$ cat src/rtl/write_pack.sv
// write_pack: clips signed input values, packs GROUP_SIZE of them per memory
// word and emits one write per completed word to consecutive addresses.
// A job is num_iters * num_reads_per_iter words starting at base_address.
module write_pack #(
    parameter int GROUP_SIZE             = 2,
    parameter int INPUT_DATA_WIDTH       = 32,
    parameter int OUTPUT_DATA_WIDTH      = 8,
    parameter int LOG_MAX_ITERS          = 16,
    parameter int LOG_MAX_READS_PER_ITER = 16,
    parameter int LOG_MAX_ADDRESS        = 16
) (
    input  logic                                       clk,
    input  logic                                       rst,
    input  logic                                       configure,
    input  logic [LOG_MAX_ITERS-1:0]                   num_iters,
    input  logic [LOG_MAX_READS_PER_ITER-1:0]          num_reads_per_iter,
    input  logic [LOG_MAX_ADDRESS-1:0]                 base_address,
    input  logic signed [INPUT_DATA_WIDTH-1:0]         min_clip,
    input  logic signed [INPUT_DATA_WIDTH-1:0]         max_clip,
    input  logic signed [INPUT_DATA_WIDTH-1:0]         data_in,
    input  logic                                       valid_in,
    output logic                                       avail_out,
    output logic [GROUP_SIZE*OUTPUT_DATA_WIDTH-1:0]    data_out,
    output logic [LOG_MAX_ADDRESS-1:0]                 address_out,
    output logic                                       valid_out,
    output logic                                       done
);

    localparam int EW = (GROUP_SIZE > 1) ? $clog2(GROUP_SIZE) : 1;
    localparam int OW = OUTPUT_DATA_WIDTH;

    localparam logic [EW-1:0]                     ELEM_LAST = EW'(GROUP_SIZE - 1);
    localparam logic [LOG_MAX_ITERS-1:0]          ITER_ONE  = 1;
    localparam logic [LOG_MAX_READS_PER_ITER-1:0] READ_ONE  = 1;
    localparam logic [LOG_MAX_ADDRESS-1:0]        ADDR_ONE  = 1;

    typedef enum logic [1:0] {S_IDLE, S_RUN, S_FLUSH} state_t;

    state_t state, state_n;

    // latched job configuration
    logic [LOG_MAX_ITERS-1:0]          cfg_iters;
    logic [LOG_MAX_READS_PER_ITER-1:0] cfg_reads;
    logic signed [INPUT_DATA_WIDTH-1:0] cfg_min, cfg_max;

    // progress counters; word_addr is the address of the word being built
    logic [EW-1:0]                     elem_cnt;
    logic [LOG_MAX_READS_PER_ITER-1:0] read_cnt;
    logic [LOG_MAX_ITERS-1:0]          iter_cnt;
    logic [LOG_MAX_ADDRESS-1:0]        word_addr;

    logic [GROUP_SIZE-1:0][OW-1:0] pack_buf;
    logic [GROUP_SIZE-1:0][OW-1:0] word_next;

    logic signed [INPUT_DATA_WIDTH-1:0] clipped_full;
    logic [OW-1:0]                      clipped;

    logic accept, last_elem, last_read, last_iter, job_last;

    assign accept    = valid_in && avail_out;
    assign last_elem = (elem_cnt == ELEM_LAST);
    assign last_read = (read_cnt == cfg_reads - READ_ONE);
    assign last_iter = (iter_cnt == cfg_iters - ITER_ONE);
    assign job_last  = accept && last_elem && last_read && last_iter;

    // signed saturation to the latched bounds, then truncation to the packed width
    always_comb begin
        clipped_full = data_in;
        if (data_in < cfg_min)
            clipped_full = cfg_min;
        else if (data_in > cfg_max)
            clipped_full = cfg_max;
    end

    assign clipped = clipped_full[OW-1:0];

    // per-slot storage; the incoming value is merged into its slot so a word
    // completes on the same edge as its last element is accepted
    genvar k;
    generate
        for (k = 0; k < GROUP_SIZE; k++) begin : g_slot
            assign word_next[k] = (elem_cnt == EW'(k)) ? clipped : pack_buf[k];

            // capture an accepted element into its slot
            always_ff @(posedge clk) begin
                if (!rst)
                    pack_buf[k] <= '0;
                else if (accept && elem_cnt == EW'(k))
                    pack_buf[k] <= clipped;
            end
        end
    endgenerate

    // state register
    always_ff @(posedge clk) begin
        if (!rst)
            state <= S_IDLE;
        else
            state <= state_n;
    end

    // next state and input handshake; configure restarts from any state
    always_comb begin
        state_n   = state;
        avail_out = (state == S_RUN);
        if (configure) begin
            if (num_iters == '0 || num_reads_per_iter == '0)
                state_n = S_FLUSH;
            else
                state_n = S_RUN;
        end else begin
            case (state)
                S_RUN:   if (job_last) state_n = S_FLUSH;
                S_FLUSH: state_n = S_IDLE;
                default: state_n = state;
            endcase
        end
    end

    // configuration latch, counters and write port; a word completed on the
    // same edge as configure is still written with its old address
    always_ff @(posedge clk) begin
        if (!rst) begin
            cfg_iters   <= '0;
            cfg_reads   <= '0;
            cfg_min     <= '0;
            cfg_max     <= '0;
            elem_cnt    <= '0;
            read_cnt    <= '0;
            iter_cnt    <= '0;
            word_addr   <= '0;
            data_out    <= '0;
            address_out <= '0;
            valid_out   <= 1'b0;
            done        <= 1'b0;
        end else begin
            valid_out <= 1'b0;
            done      <= (state == S_FLUSH) && !configure;

            if (accept && last_elem) begin
                valid_out   <= 1'b1;
                data_out    <= word_next;
                address_out <= word_addr;
            end

            if (configure) begin
                cfg_iters <= num_iters;
                cfg_reads <= num_reads_per_iter;
                cfg_min   <= min_clip;
                cfg_max   <= max_clip;
                elem_cnt  <= '0;
                read_cnt  <= '0;
                iter_cnt  <= '0;
                word_addr <= base_address;
            end else if (accept) begin
                if (last_elem) begin
                    elem_cnt  <= '0;
                    word_addr <= word_addr + ADDR_ONE;
                    if (last_read) begin
                        read_cnt <= '0;
                        if (!last_iter)
                            iter_cnt <= iter_cnt + ITER_ONE;
                    end else begin
                        read_cnt <= read_cnt + READ_ONE;
                    end
                end else begin
                    elem_cnt <= elem_cnt + EW'(1);
                end
            end
        end
    end

endmodule

$ cat config.mk
export PLATFORM = sky130hd
export DESIGN_NAME = write_pack
export DESIGN_NICKNAME = d
export VERILOG_FILES = /design/src/rtl/write_pack.sv
export SDC_FILE = /design/constraint.sdc
export NUM_CORES = 1
export LEC_CHECK = 0
export ABC_AREA = 1
export BUFFER_PORTS_ARGS = -buffer_cell sky130_fd_sc_hd__buf_4
export CORE_MARGIN = 2
export CORE_UTILIZATION = 51
export CTS_BUF_LIST = sky130_fd_sc_hd__clkbuf_16
export CTS_CLUSTER_DIAMETER = 40
export DETAILED_ROUTE_END_ITERATION = 7
export HOLD_SLACK_MARGIN = 0.05
export PLACE_DENSITY = 0.79
export SYNTH_ARGS = -nofsm -noshare
export SYNTH_HDL_FRONTEND = slang
export SYNTH_SLANG_ARGS = --single-unit
$ cat constraint.sdc
create_clock -name clk -period 2.1 [get_ports clk]
set_clock_uncertainty 0.1 [all_clocks]
set_input_delay 0.105 -clock clk [delete_from_list [all_inputs] [get_ports clk]]
set_output_delay 0.105 -clock clk [all_outputs]
set_load 0.05 [all_outputs]
; ---- Word-level counts from Yosys, hierarchy flattened
; Index checks and enable logic that the tools add are counted.
; W data, S select, Z words.
[totals]
wordCells = 63
in_bits = 148
ff_bits = 197
output_inout_bits = 35
[classes]
n_lt_le_gt_ge = 2
n_mux = 14
addsub = 6
eq_ne = 5
bitwise_logic = 3
reduce_logical = 18
[ops]
columns = operator, count
row1 = $mux W16, 4
row2 = $add A16 B1 Y16 const B, 3
row3 = $eq A16 B16 Y1, 2
row4 = $gt A32 B32 Y1, 1
row5 = $logic_not A16 Y1, 2
row6 = $lt A32 B32 Y1, 1
row7 = $mux W8, 4
row8 = $sub A16 B1 Y16 const B, 2
row9 = $logic_and A1 B1 Y1, 6
row10 = $mux W2, 3
row11 = $reduce_and A2 Y1, 3
row12 = $pmux W2 S2, 1
row13 = $reduce_and A4 Y1, 1
row14 = $reduce_bool A2 Y1, 2
row15 = $ne A3 B2 Y1 const B, 1
row16 = $not A1 Y1, 3
row17 = $reduce_bool A3 Y1, 1
row18 = $eq A2 B1 Y1 const B, 1
row19 = $eq A2 B2 Y1 const B, 1
row20 = $mux W1, 2
row21 = $reduce_or A2 Y1, 1
row22 = $add A1 B1 Y1 const B, 1
row23 = $logic_not A1 Y1, 1
row24 = $logic_or A1 B1 Y1, 1

; ---- Longest topological paths before layout
[depth]
ltp_word = 8
mapped_depth = 21
depth_no_buf = 21

; ---- Worst setup path before layout
; Ideal clock, no wire load.
[synth_path]
kind = reg2reg
startpoint = register cfg_reads[1]
endpoint = register iter_cnt[10]
n_path_buf = 0
setup_ns = 0.132
stages_incl_launch_ff = 14
path_slack_ns = -0.141
synth_period_minus_slack_ns = 2.241
t_arrival_ns = 2.009
t_required_ns = 1.868
path_cell_list = dfxtp_1 -> inv_1 -> ha_1 -> nand2_1 -> nor2_8 -> nand3_1 -> xor2_1 -> nand2_1 -> nor2_1 -> nand2_1 -> nor3_4 -> nand3_4 -> nand2_1 -> a21oi_1
[synth_via]
elab_chain_cells = 3
[synth_lines]
columns = item, line
row1 = from (decl), 43  ; logic [LOG_MAX_READS_PER_ITER-1:0] cfg_reads;
row2 = from (signal assigned), 148  ; cfg_reads <= num_reads_per_iter;
row3 = $sub A16 B1 Y16, 62  ; assign last_read = (read_cnt == cfg_reads - READ_ONE);
row4 = $eq A16 B16 Y1, 62
row5 = $reduce_and A4 Y1 (no line), --
row6 = to (signal assigned), 162  ; iter_cnt <= iter_cnt + ITER_ONE;
row7 = to (decl), 49  ; logic [LOG_MAX_ITERS-1:0] iter_cnt;
; No other way between the ends.
; A chain may end at the register's enable or synchronous reset.

; ---- Worst setup path after layout
[layout_path]
startpoint = register cfg_min[27]
endpoint = register pack_buf[1] (netlist name)
[layout_via]
elab_chain_cells = 2
[layout_lines]
columns = item, line
row1 = from (decl), 44  ; logic signed [INPUT_DATA_WIDTH-1:0] cfg_min, cfg_max;
row2 = from (signal assigned), 149  ; cfg_min <= min_clip;
row3 = $lt A32 B32 Y1, 69  ; if (data_in < cfg_min)
row4 = $mux W8, 69
row5 = "to (signal, indexed assignment)", 89  ; pack_buf[k] <= clipped;
row6 = to (decl), 52  ; logic [GROUP_SIZE-1:0][OW-1:0] pack_buf;
; No other way between the ends.

==> results.py <==
metrics = {
    "finish": {
        "syn2layout_area_growth_pct": 57.9,
        "drive_above_1_share_pct": 32.7,
        "nets": 2246,
        "utilization_pct": 81.4,
        "fin_cells": 2320,
    },
    "setup_path": {
        "r2r_start": "cfg_min[27]",
        "arrival_ps": 2710,
        "r2r_cells": 15,
        "r2r-end": "pack_buf[1]",
        "critical_path_class": "flop to flop",
        "crit_fanout": 5,
        "critPathCaptureType": "flop",
        "regToRegSetupSlack_ps": -360,
        "start_kind": "flop",
        "crit_required_ps": 2350,
    },
    "route": {
        "num_vias": 13100,
        "wl_um": 40700,
        "first_pass_iters": 8,
        "avgRoutedWirePerCell_um": 17.6,
        "drc": 0,
        "viasPerCell": 5.64,
        "drtIter0Drc": 1013,
        "ant_nets": 0,
    },
    "global_route": {
        "grt_start_max_net_pins": 101,
        "antenna_found_initial": 2,
        "grt_pass1_vias": 12900,
        "grt.total_usage_pct": 34.0,
        "globalRouteOverflowTotal": 0,
        "grt_pass1_wl_um": 60800,
    },
    "timing": {
        "holdWs_ps": 74.6,
        "rsz0062_at_grt": "yes",
        "fmax_mhz": 406,
        "drv_slew": 0,
        "hold_violations": 0,
        "slew_headroom_pct": 57.0,
        "fin_tns_setup_ps": -11630,
        "finalCritPeriodShare_pct": 117,
        "setup_ws_ps": -362,
        "fin_crit_ps": 2460,
        "finalSetupViolCount": 50,
        "tightestPinTransition_ps": 643,
    },
    "clock_tree": {
        "cts_max_level": 4,
        "clk_pin_slew_worst_paths_ps": 80,
        "clockRootBuffer": "clkbuf_16",
        "cts_tree": "done",
        "cts.path.max_buffers": 2,
        "clk_latency_ps": 440,
        "numCtsBuffers": 17,
        "clock_sinks": 189,
    },
    "synthesis": {
        "synth_top_area_share_pct": 35.2,
        "synthArstFlopShare_pct": 0,
        "avgSynthCellArea_um2": 6.91,
        "yosysWarnings": 0,
        "syn_nets": 1770,
        "netlist_area_um2": 10700,
        "synth_cell_types": 42,
        "synth_edf_count": 0,
        "synth-main-ff-cell": "dfxtp_1",
        "synth_area_leaders": "dfxtp_1 35%, nand2_1 11%, ha_1 7.9%",
        "yosys.area.top_type": "dfxtp_1",
        "yosysSeqAreaShare_pct": 35.2,
        "synthCells": 1554,
        "ys_ff_latch": 189,
    },
    "placement": {
        "io_buffers": 182,
        "dp_slack_ps": -306,
        "dp.cells": 2132,
        "gp_congestion": 0.918,
        "dp_hpwl_um": 23100,
    },
    "power": {
        "ir_drop_mv": 0.465,
        "power.leakage_nw": 7.58,
        "power.density_nw_per_um2": 585,
    },
    "floorplan": {
        "die-width_um": 149,
        "die_y_um": 149,
        "start_util_pct": 51.6,
        "core.rowCount": 53,
        "coreArea_um2": 20800,
        "dieArea_um2": 22200,
        "io_pins": 183,
    },
    "worst_hold_path": {
        "hp-class": "primary input to flop",
        "holdPathEnd": "word_addr[13]",
        "hold_depth": 3,
        "hold_start": "configure",
    },
    "outcome": {
        "outcome": "finished with violations",
        "violations": "negative setup slack",
    },
    "flow_run": {
        "drv_cap": 0,
    },
}
## Yosys cell counts, types with 4 or more instances
cell      number
a21oi_1      158
a31oi_1        8
clkbuf_1      53
dfxtp_1      189
ha_1          68
inv_1        173
inv_2          6
nand2_1      325
nand2_2        4
nand3_1       76
nand3b_1       4
nand4_1       37
nor2_1       173
nor2_2         6
nor3_1        20
nor4_1        15
o211ai_1       6
o21ai_0      127
or2_2          4
xnor2_1       24
xor2_1        43
## stage by stage
stage	power (W)	cell area (um2)
2_1_floorplan	0.00501	10800
3_3_place_gp	0.00580	13700
3_5_place_dp	0.00586	13700
4_1_cts	0.00956	16300
5_1_grt	0.0103	17000
6_report	0.00992	17000
## cells by family after synthesis
family	after synthesis	synth area share, %
simple gates	682	28.0
xor+xnor	68	5.62
buf+inv	238	8.34
compound gates	309	14.9
flops	189	35.2
fa+ha+maj	68	7.92
## worst max-delay path by stage
| stage | from | to | slack [ps] | cells after the start |
|---|---|---|---|---|
| floorplan | cfg_reads[0] | iter_cnt[11] | -60 | 15 |
| global placement | cfg_min[31] | pack_buf[2] | -280 | 15 |
| detailed placement | cfg_min[31] | pack_buf[2] | -310 | 15 |
| CTS | cfg_min[25] | pack_buf[2] | -150 | 15 |
| global route | cfg_iters[1] | iter_cnt[2] | -480 | 15 |
| finish | cfg_min[27] | pack_buf[1] | -360 | 15 |
## placed cells by master, fill, tap and decap left out, types with 6 or more instances in the layout
cell / count
buf_4: 349
nand2_1: 252
dfxtp_1: 175
inv_1: 158
nor2_1: 143
a21oi_1: 140
dlygate4sd3_1: 133
o21ai_0: 121
nand2_2: 64
ha_1: 56
nand3_1: 48
nand4_1: 37
xor2_1: 33
nor2_2: 27
buf_6: 23
xnor2_1: 22
nand3_2: 19
clkbuf_16: 17
a21oi_2: 16
inv_2: 15
nor4_1: 13
nand3_4: 13
nand2_4: 12
nor2_4: 12
ha_4: 12
dfxtp_2: 12
nor3_1: 11
xor2_2: 11
inv_8: 8
a31oi_1: 8
nor3_2: 6
o211ai_1: 6
## flip-flops by register name, summed over array words and instances (netlist names), 2 cells and up
| signal | count |
|---|---|
| address_out | 16 |
| cfg_iters | 16 |
| cfg_max | 32 |
| cfg_min | 32 |
| cfg_reads | 16 |
| data_out | 16 |
| iter_cnt | 16 |
| pack_buf | 8 |
| read_cnt | 16 |
| state | 2 |
| word_addr | 16 |
## critical path: stages, from the launching register on
cell and delay, ps:
dfxtp_2 340, inv_2 50, ha_4 280, nand2_4 70, nor4_4 320, buf_4 170
nor3b_4 180, nand2_2 120, nand2_2 120, nand2_4 110, nand2_8 130, nand3_4 100
nand2_2 90, nand2_1 50, nand2_1 80, inv_1 50
## layer usage
layer / global-route usage (%) / vias up / routed length (um)
met5: 0 / - / 0
met2: 61.7 / 706 / 20600
met1: 37.3 / 6067 / 15000
met4: 19.8 / 0 / 2600
li1: - / 6051 / -
met3: 5.50 / 251 / 2580
## what timing repair did
item,4_1_cts,5_1_grt
hold endpoints to repair,136,0
resized for setup,152,150
pin swaps,66,75
buffers inserted,8,11
hold buffers,133,0
endpoints found under the setup margin,52,59
gates cloned,4,0
## where the power goes
group,leakage [nW],internal (W),switching (W),total (W)
sequential,1.56,0.00375,0.000109,0.00386
clock,0.288,0.00161,0.00170,0.00332
combinational,5.74,0.00127,0.00147,0.00275
## area by class of cell
type                    count  area, um2
diodes                      2       5.00
repair buffers            510       4310
clock buffers              17        425
inverters                 182        711
fillers                  1156       3870
flip-flops and latches    189       3810
well taps                 275        344
multi-input cells        1130       7190
clock inverters            15        168
Power figures use the tool's default switching activity.
